`config.mk`:
```
export PLATFORM = sky130hd
export DESIGN_NAME = sparse_ia_encoder
export DESIGN_NICKNAME = d
export VERILOG_FILES = /design/src/rtl/sparse_ia_encoder.sv
export SDC_FILE = /design/constraint.sdc
export NUM_CORES = 2
export LEC_CHECK = 0
export ABC_AREA = 1
export ABC_CLOCK_PERIOD_IN_PS = 7250
export CORE_MARGIN = 5
export CORE_UTILIZATION = 59
export DETAILED_ROUTE_END_ITERATION = 6
export GPL_ROUTABILITY_DRIVEN = 0
export PLACE_DENSITY = 0.93
export SLEW_MARGIN = 20
export SYNTH_ARGS = -nofsm -noshare
export SYNTH_HDL_FRONTEND = slang
export SYNTH_SLANG_ARGS = --single-unit
export TNS_END_PERCENT = 100
```
`constraint.sdc`:
```
create_clock -name i_clk -period 7.25 [get_ports i_clk]
set_input_delay 1.45 -clock i_clk [delete_from_list [all_inputs] [get_ports i_clk]]
set_output_delay 1.45 -clock i_clk [all_outputs]
set_load 0.02 [all_outputs]
```
`src/rtl/sparse_ia_encoder.sv`:
```
// Dense pixel to (value, c_idx) sparse IA stream writer with tile length tracking.
// Optional macro SPARSE_ENC_THRESHOLD_EN adds i_threshold magnitude suppression.
module sparse_ia_encoder #(
  parameter int unsigned CHANNELS = 32,
  parameter int unsigned DATA_W   = 16,
  parameter int unsigned MAX_LEN  = 1200,
  localparam int unsigned CIDX_W  = $clog2(CHANNELS),
  localparam int unsigned LEN_W   = $clog2(MAX_LEN + 1)
) (
  input  logic                       i_clk,
  input  logic                       i_rst_n,
  input  logic                       i_start,
  input  logic                       i_pix_valid,
  output logic                       o_pix_ready,
  input  logic [CHANNELS*DATA_W-1:0] i_pix_data,
  input  logic                       i_pix_last,
`ifdef SPARSE_ENC_THRESHOLD_EN
  input  logic [DATA_W-2:0]          i_threshold,
`endif
  output logic                       o_valid,
  input  logic                       i_ready,
  output logic [DATA_W-1:0]          o_data,
  output logic [CIDX_W-1:0]          o_c_idx,
  output logic                       o_eop,
  output logic [LEN_W-1:0]           o_len,
  output logic                       o_overflow,
  output logic                       o_done
);

  typedef enum logic [1:0] {S_IDLE, S_LOAD, S_SCAN, S_DONE} state_e;

  state_e                     r_state, w_state_nx;
  logic [CHANNELS*DATA_W-1:0] r_pix, w_pix_nx;
  logic                       r_last, w_last_nx;
  logic [CHANNELS-1:0]        r_mask, w_mask_nx;
  logic                       r_valid, w_valid_nx;
  logic [DATA_W-1:0]          r_data, w_data_nx;
  logic [CIDX_W-1:0]          r_c_idx, w_c_idx_nx;
  logic                       r_eop, w_eop_nx;
  logic [LEN_W-1:0]           r_len, w_len_nx;
  logic                       r_overflow, w_overflow_nx;

  logic [CHANNELS-1:0]        w_in_mask;
  logic [CHANNELS-1:0]        w_mask_rem;
  logic [CHANNELS-1:0]        w_pe_mask;
  logic [CHANNELS*DATA_W-1:0] w_src_pix;
  logic [CIDX_W-1:0]          w_pe_idx;
  logic [DATA_W-1:0]          w_pe_data;
  logic                       w_pe_one;
  logic                       w_adv;
  logic                       w_load_out;

`ifdef SPARSE_ENC_THRESHOLD_EN
  // Magnitude with the most negative value clamped to the largest positive one.
  function automatic logic [DATA_W-2:0] f_mag(input logic [DATA_W-1:0] v);
    logic [DATA_W-1:0] neg;
    neg = '0 - v;
    if (!v[DATA_W-1])             return v[DATA_W-2:0];
    else if (v[DATA_W-2:0] == '0) return '1;
    else                          return neg[DATA_W-2:0];
  endfunction
`endif

  always_comb begin
    w_in_mask = '0;
    for (int k = 0; k < int'(CHANNELS); k++) begin
`ifdef SPARSE_ENC_THRESHOLD_EN
      w_in_mask[k] = f_mag(i_pix_data[k*DATA_W +: DATA_W]) > i_threshold;
`else
      w_in_mask[k] = (i_pix_data[k*DATA_W +: DATA_W] != '0);
`endif
    end
  end

  // Encoder looks at the fresh pixel while loading, else at the mask minus the current entry.
  always_comb begin
    w_mask_rem = r_mask & (r_mask - CHANNELS'(1));
    w_pe_mask  = (r_state == S_LOAD) ? w_in_mask : w_mask_rem;
    w_src_pix  = (r_state == S_LOAD) ? i_pix_data : r_pix;
    w_pe_one   = (w_pe_mask != '0) && ((w_pe_mask & (w_pe_mask - CHANNELS'(1))) == '0);
    w_pe_idx   = '0;
    w_pe_data  = '0;
    for (int k = int'(CHANNELS) - 1; k >= 0; k--) begin
      if (w_pe_mask[k]) begin
        w_pe_idx  = CIDX_W'(k);
        w_pe_data = w_src_pix[k*DATA_W +: DATA_W];
      end
    end
  end

  always_comb begin
    w_state_nx    = r_state;
    w_pix_nx      = r_pix;
    w_last_nx     = r_last;
    w_mask_nx     = r_mask;
    w_len_nx      = r_len;
    w_overflow_nx = r_overflow;
    w_load_out    = 1'b0;
    // An invalid entry in S_SCAN is one dropped for overflow; it retires without a handshake.
    w_adv         = r_valid ? i_ready : 1'b1;

    unique case (r_state)
      S_IDLE: begin
        if (i_start) begin
          w_state_nx    = S_LOAD;
          w_len_nx      = '0;
          w_overflow_nx = 1'b0;
        end
      end
      S_LOAD: begin
        if (i_pix_valid) begin
          w_pix_nx   = i_pix_data;
          w_last_nx  = i_pix_last;
          w_mask_nx  = w_in_mask;
          w_load_out = 1'b1;
          if (w_in_mask != '0) w_state_nx = S_SCAN;
          else if (i_pix_last) w_state_nx = S_DONE;
        end
      end
      S_SCAN: begin
        if (w_adv) begin
          w_mask_nx  = w_mask_rem;
          w_load_out = 1'b1;
          if (r_valid) w_len_nx      = r_len + LEN_W'(1);
          else         w_overflow_nx = 1'b1;
          if (w_mask_rem == '0) w_state_nx = r_last ? S_DONE : S_LOAD;
        end
      end
      S_DONE: w_state_nx = S_IDLE;
      default: w_state_nx = S_IDLE;
    endcase

    w_valid_nx = r_valid;
    w_data_nx  = r_data;
    w_c_idx_nx = r_c_idx;
    w_eop_nx   = r_eop;
    if (w_load_out) begin
      w_valid_nx = (w_pe_mask != '0) && (w_len_nx != LEN_W'(MAX_LEN));
      w_data_nx  = w_pe_data;
      w_c_idx_nx = w_pe_idx;
      w_eop_nx   = w_pe_one;
    end
  end

  always_ff @(posedge i_clk or negedge i_rst_n) begin
    if (!i_rst_n) begin
      r_state <= S_IDLE;
    end else begin
      r_state <= w_state_nx;
    end
  end

  always_ff @(posedge i_clk or negedge i_rst_n) begin
    if (!i_rst_n) begin
      r_pix      <= '0;
      r_last     <= 1'b0;
      r_mask     <= '0;
      r_valid    <= 1'b0;
      r_data     <= '0;
      r_c_idx    <= '0;
      r_eop      <= 1'b0;
      r_len      <= '0;
      r_overflow <= 1'b0;
    end else begin
      r_pix      <= w_pix_nx;
      r_last     <= w_last_nx;
      r_mask     <= w_mask_nx;
      r_valid    <= w_valid_nx;
      r_data     <= w_data_nx;
      r_c_idx    <= w_c_idx_nx;
      r_eop      <= w_eop_nx;
      r_len      <= w_len_nx;
      r_overflow <= w_overflow_nx;
    end
  end

  assign o_pix_ready = (r_state == S_LOAD);
  assign o_done      = (r_state == S_DONE);
  assign o_valid     = r_valid;
  assign o_data      = r_data;
  assign o_c_idx     = r_c_idx;
  assign o_eop       = r_eop;
  assign o_len       = r_len;
  assign o_overflow  = r_overflow;

endmodule

```
==> flow_metrics.py <==
metrics = {
    "sta": {
        "hold_slack_ns": 0.476,
        "grt_setup_unrepaired": "no",
        "timing_max_transition_violations_final": 0,
        "timing.clock.skew_ns": 0.0228,
        "slew_of_the_pin_with_the_lowest_slew_margin_ns": 1.21,
        "fin_tns_setup_ns": 0,
        "timing.final.hold_violations": 0,
        "finalCriticalPeriod_ns": 6.22,
        "timing.slew.headroom_pct": 18.3,
        "final.period_utilization_pct": 85.8,
        "max_freq_mhz": 161,
        "final-setup-viol-count": 0,
    },
    "setup_path": {
        "endpoint_kind": "flop",
        "worst-path-buf-inv": 8,
        "critical_path_required_ns": 7.77,
        "worstReg2RegEnd": "o_eop",
        "crit_path_start_kind": "input port",
        "category_of_cells_accounting_for_the_largest_share_of_critical_path_delay": "simple AND/OR/NAND/NOR gates",
        "timing_worst_setup_path_type": "input port to flop",
        "worstPathCellList": "clkdlybuf4s50_1 > inv_1 > nand4_1 > nor4_1 > inv_1 > o21ai_4 > inv_2 > nor2_2 > inv_2 > nor3_2 > inv_2 > nor2_4 > inv_2 > nor2_1 > inv_2 > nor3_2 > nand3_1 > o31ai_1 > o2111ai_1 > nor4_1 > nand4_1 > o21ai_1",
        "r2r_start": "r_state[1]",
        "critPathMaxFanout": 19,
        "rrSetupSlack_ns": 1.13,
        "crit_arrival_ns": 6.74,
        "timing.reg2reg.worst_path_depth": 20,
        "critical_path.most_common_cell": "inv_2",
        "cpPeakStageDelay_ns": 0.98,
        "cp_slowest_cell": "nor4_1",
    },
    "cts": {
        "clk_pin_slew_worst_paths_ns": 0.06,
        "cts_tree": "yes",
        "numCtsBuffers": 66,
        "clock_tree.htree_level_count": 3,
        "cts.sink_count": 566,
        "cts_setup_buffers": 0,
        "postCtsResizedCells": 0,
        "holdBufCountCts": 0,
        "cts-root-to-sink-buffers": 3,
        "clock_tree.root_cell": "clkbuf_16",
        "clock_insertion_delay_worst_skew_ns": 0.62,
    },
    "yosys": {
        "synth-seq-cells": 566,
        "syn-num-nets": 5942,
        "postSynth.topFlopCell": "dfrtp_1",
        "synth_async_sr_flop_share_pct": 100,
        "distinct_cell_type_count_of_the_synthesized_netlist": 52,
        "yosys_warnings": 0,
        "synthesis.area_um2": 35600,
        "synth_enable_flop_cells": 0,
        "seq_area_frac_synth_pct": 39.8,
        "synth_cells": 5419,
        "syn_avg_cell_area_um2": 6.57,
    },
    "outcome": {
        "status": "finished, final reports clean",
    },
    "grt": {
        "globalRouteTotalUtil_pct": 36.7,
        "antenna_found_initial": 13,
        "grt_pass1_vias": 36300,
        "grt_overflow_total": 0,
        "grt_first_pass_wirelength_um": 197000,
        "grt_start_max_net_pins": 269,
    },
    "finish": {
        "synthToLayoutAreaGrowth_pct": 21.9,
        "layout_cell_share_with_drive_strength_beyond_1_pct": 5.02,
        "final_net_count": 6269,
        "fillerInstances": 4607,
    },
    "routing": {
        "drt-initial-drc-count": 6354,
        "detail_route.wl_per_cell_um": 19.3,
        "drt.antenna.violating_nets": 0,
        "finalWirelength_um": 127000,
        "routed_via_density": 5.98,
        "detail_route.drc_violations": 0,
        "drtPass1Iterations": 7,
        "num_vias": 39400,
    },
    "power_and_ir_drop": {
        "power_density_nw_per_um2": 469,
        "total_leakage_power_nw": 21.1,
        "design_power_total_w": 0.0204,
        "vdd_ir_drop_max_mv": 0.308,
    },
    "hold_path": {
        "min_delay_worst_endpoint": "r_pix[471]",
        "hold_path_startpoint": "r_pix[471]",
        "worstHoldPathCells": 2,
        "hold_class": "flop to flop",
    },
    "flow_run": {
        "cap_viol_max_count": 0,
    },
    "die": {
        "initial_util_pct": 59.2,
        "die_width_um": 256,
        "die_height_um": 256,
        "design.portCount": 555,
        "fp.coreArea_um2": 60100,
        "fp.dieArea_um2": 65400,
        "rows": 90,
    },
    "place": {
        "detailedPlacementHpwl_um": 89600,
        "buffer_ports.inserted": 554,
    },
}
==> worst max-delay path by stage <==
stage | start | to | slack, ns | cells past startpoint
after detailed placement | i_pix_data[113] | o_eop | 0.78 | 22
after global routing | r_state[1] | o_eop | 0.94 | 22
after global placement | i_pix_data[114] | o_eop | 0.83 | 24
after CTS | i_pix_data[113] | o_eop | 1.35 | 22
after floorplan | i_pix_data[23] | o_eop | 3.16 | 23
final | i_pix_data[127] | o_eop | 1.03 | 22
==> final cells by class <==
type / count / area [µm²] / area share, %
Antenna cell: 14 / 35.0 / 0.0807
Inverter: 755 / 2850 / 6.56
Timing Repair Buffer: 585 / 5900 / 13.6
Clock inverter: 18 / 235 / 0.542
Multi-Input combinational cell: 3772 / 17300 / 39.8
Clock buffer: 97 / 1990 / 4.58
Sequential cell: 566 / 14200 / 32.6
Tap cell: 782 / 978 / 2.25
==> cell usage in the layout (no fill, tap or decap), drive strengths merged, types with 22 or more instances in the layout <==
master	n
nand2	1805
o21ai	883
inv	747
dfrtp	566
clkdlybuf4s50	553
a21oi	379
nor2	256
nand4	126
a31oi	98
clkbuf	97
nand3	77
nor4	47
buf	32
o221ai	22
clkinv	22
==> synth_stat cells, drive strengths merged (2+ instances only) <==
cell type,count,area (µm²)
o221ai,22,193
ha,5,62.6
clkinv,11,41.3
a31oi,98,613
dfrtp,566,14200
buf,85,482
a32o,3,30.0
nand4,126,788
inv,744,2800
a21oi,379,1910
o211ai,21,158
nand3,77,385
nor3,11,76.3
o21a,2,15.0
a22oi,8,60.1
clkbuf,241,905
o2111ai,3,26.3
o31ai,4,30.0
nor2,256,1080
nand2,1805,6810
mux2,7,78.8
or2,5,31.3
a2111oi,2,17.5
o21ai,883,4490
nor4,47,322
==> layer usage <==
layer	global-route usage [%]	up-vias	part of all wire, %
met1	48.6	18000	37
met4	21.0	0	6.6
met3	8.05	496	11
met2	56.1	2810	45
met5	0	-	0
li1	-	18100	-
==> power breakdown <==
group | internal (W) | switching (W) | total [W] | leakage [nW]
sequential | 0.00463 | 0.000841 | 0.00547 | 7.06
clock | 0.00205 | 0.00141 | 0.00346 | 1.10
combinational | 0.00354 | 0.00793 | 0.0115 | 13.0
==> stage by stage <==
step | util, % | worst slack, ns | instances | instance area (µm²)
after floorplan | - | 3.16 | 5419 | 35600
after global placement | 68.5 | 0.828 | 6460 | 41200
after detailed placement | 68.5 | 0.778 | 6460 | 41200
after CTS | 72.2 | 1.35 | 6575 | 43400
after global routing | 72.2 | 0.939 | 6588 | 43400
final | 72.2 | 1.03 | 6589 | 43400
==> registers in the layout, indices dropped and copies added (netlist names) <==
| register | flops |
|---|---|
| o_c_idx | 5 |
| o_data | 16 |
| o_eop | 1 |
| o_len | 11 |
| o_overflow | 1 |
| o_valid | 1 |
| r_last | 1 |
| r_mask | 32 |
| r_pix | 496 |
| r_state | 2 |
==> worst min-delay path: stages, from the launching register on <==
cell,delay (ns)
dfrtp_1,0.34
nand2_1,0.05
o21ai_0,0.06
==> kinds of logic (layout without fill, tap and decap cells) <==
logic type	Yosys count	count (layout)	synth area share, %
adders and majority gates	5	5	0.176
buffers and inverters	1081	1455	11.9
AOI/OAI and AO/OA	1431	1431	21.3
DFF	566	566	39.8
muxes	7	7	0.221
other	0	14	0
and+or+nand+nor	2329	2329	26.7
Note: power is estimated with default switching activity, not from simulation.
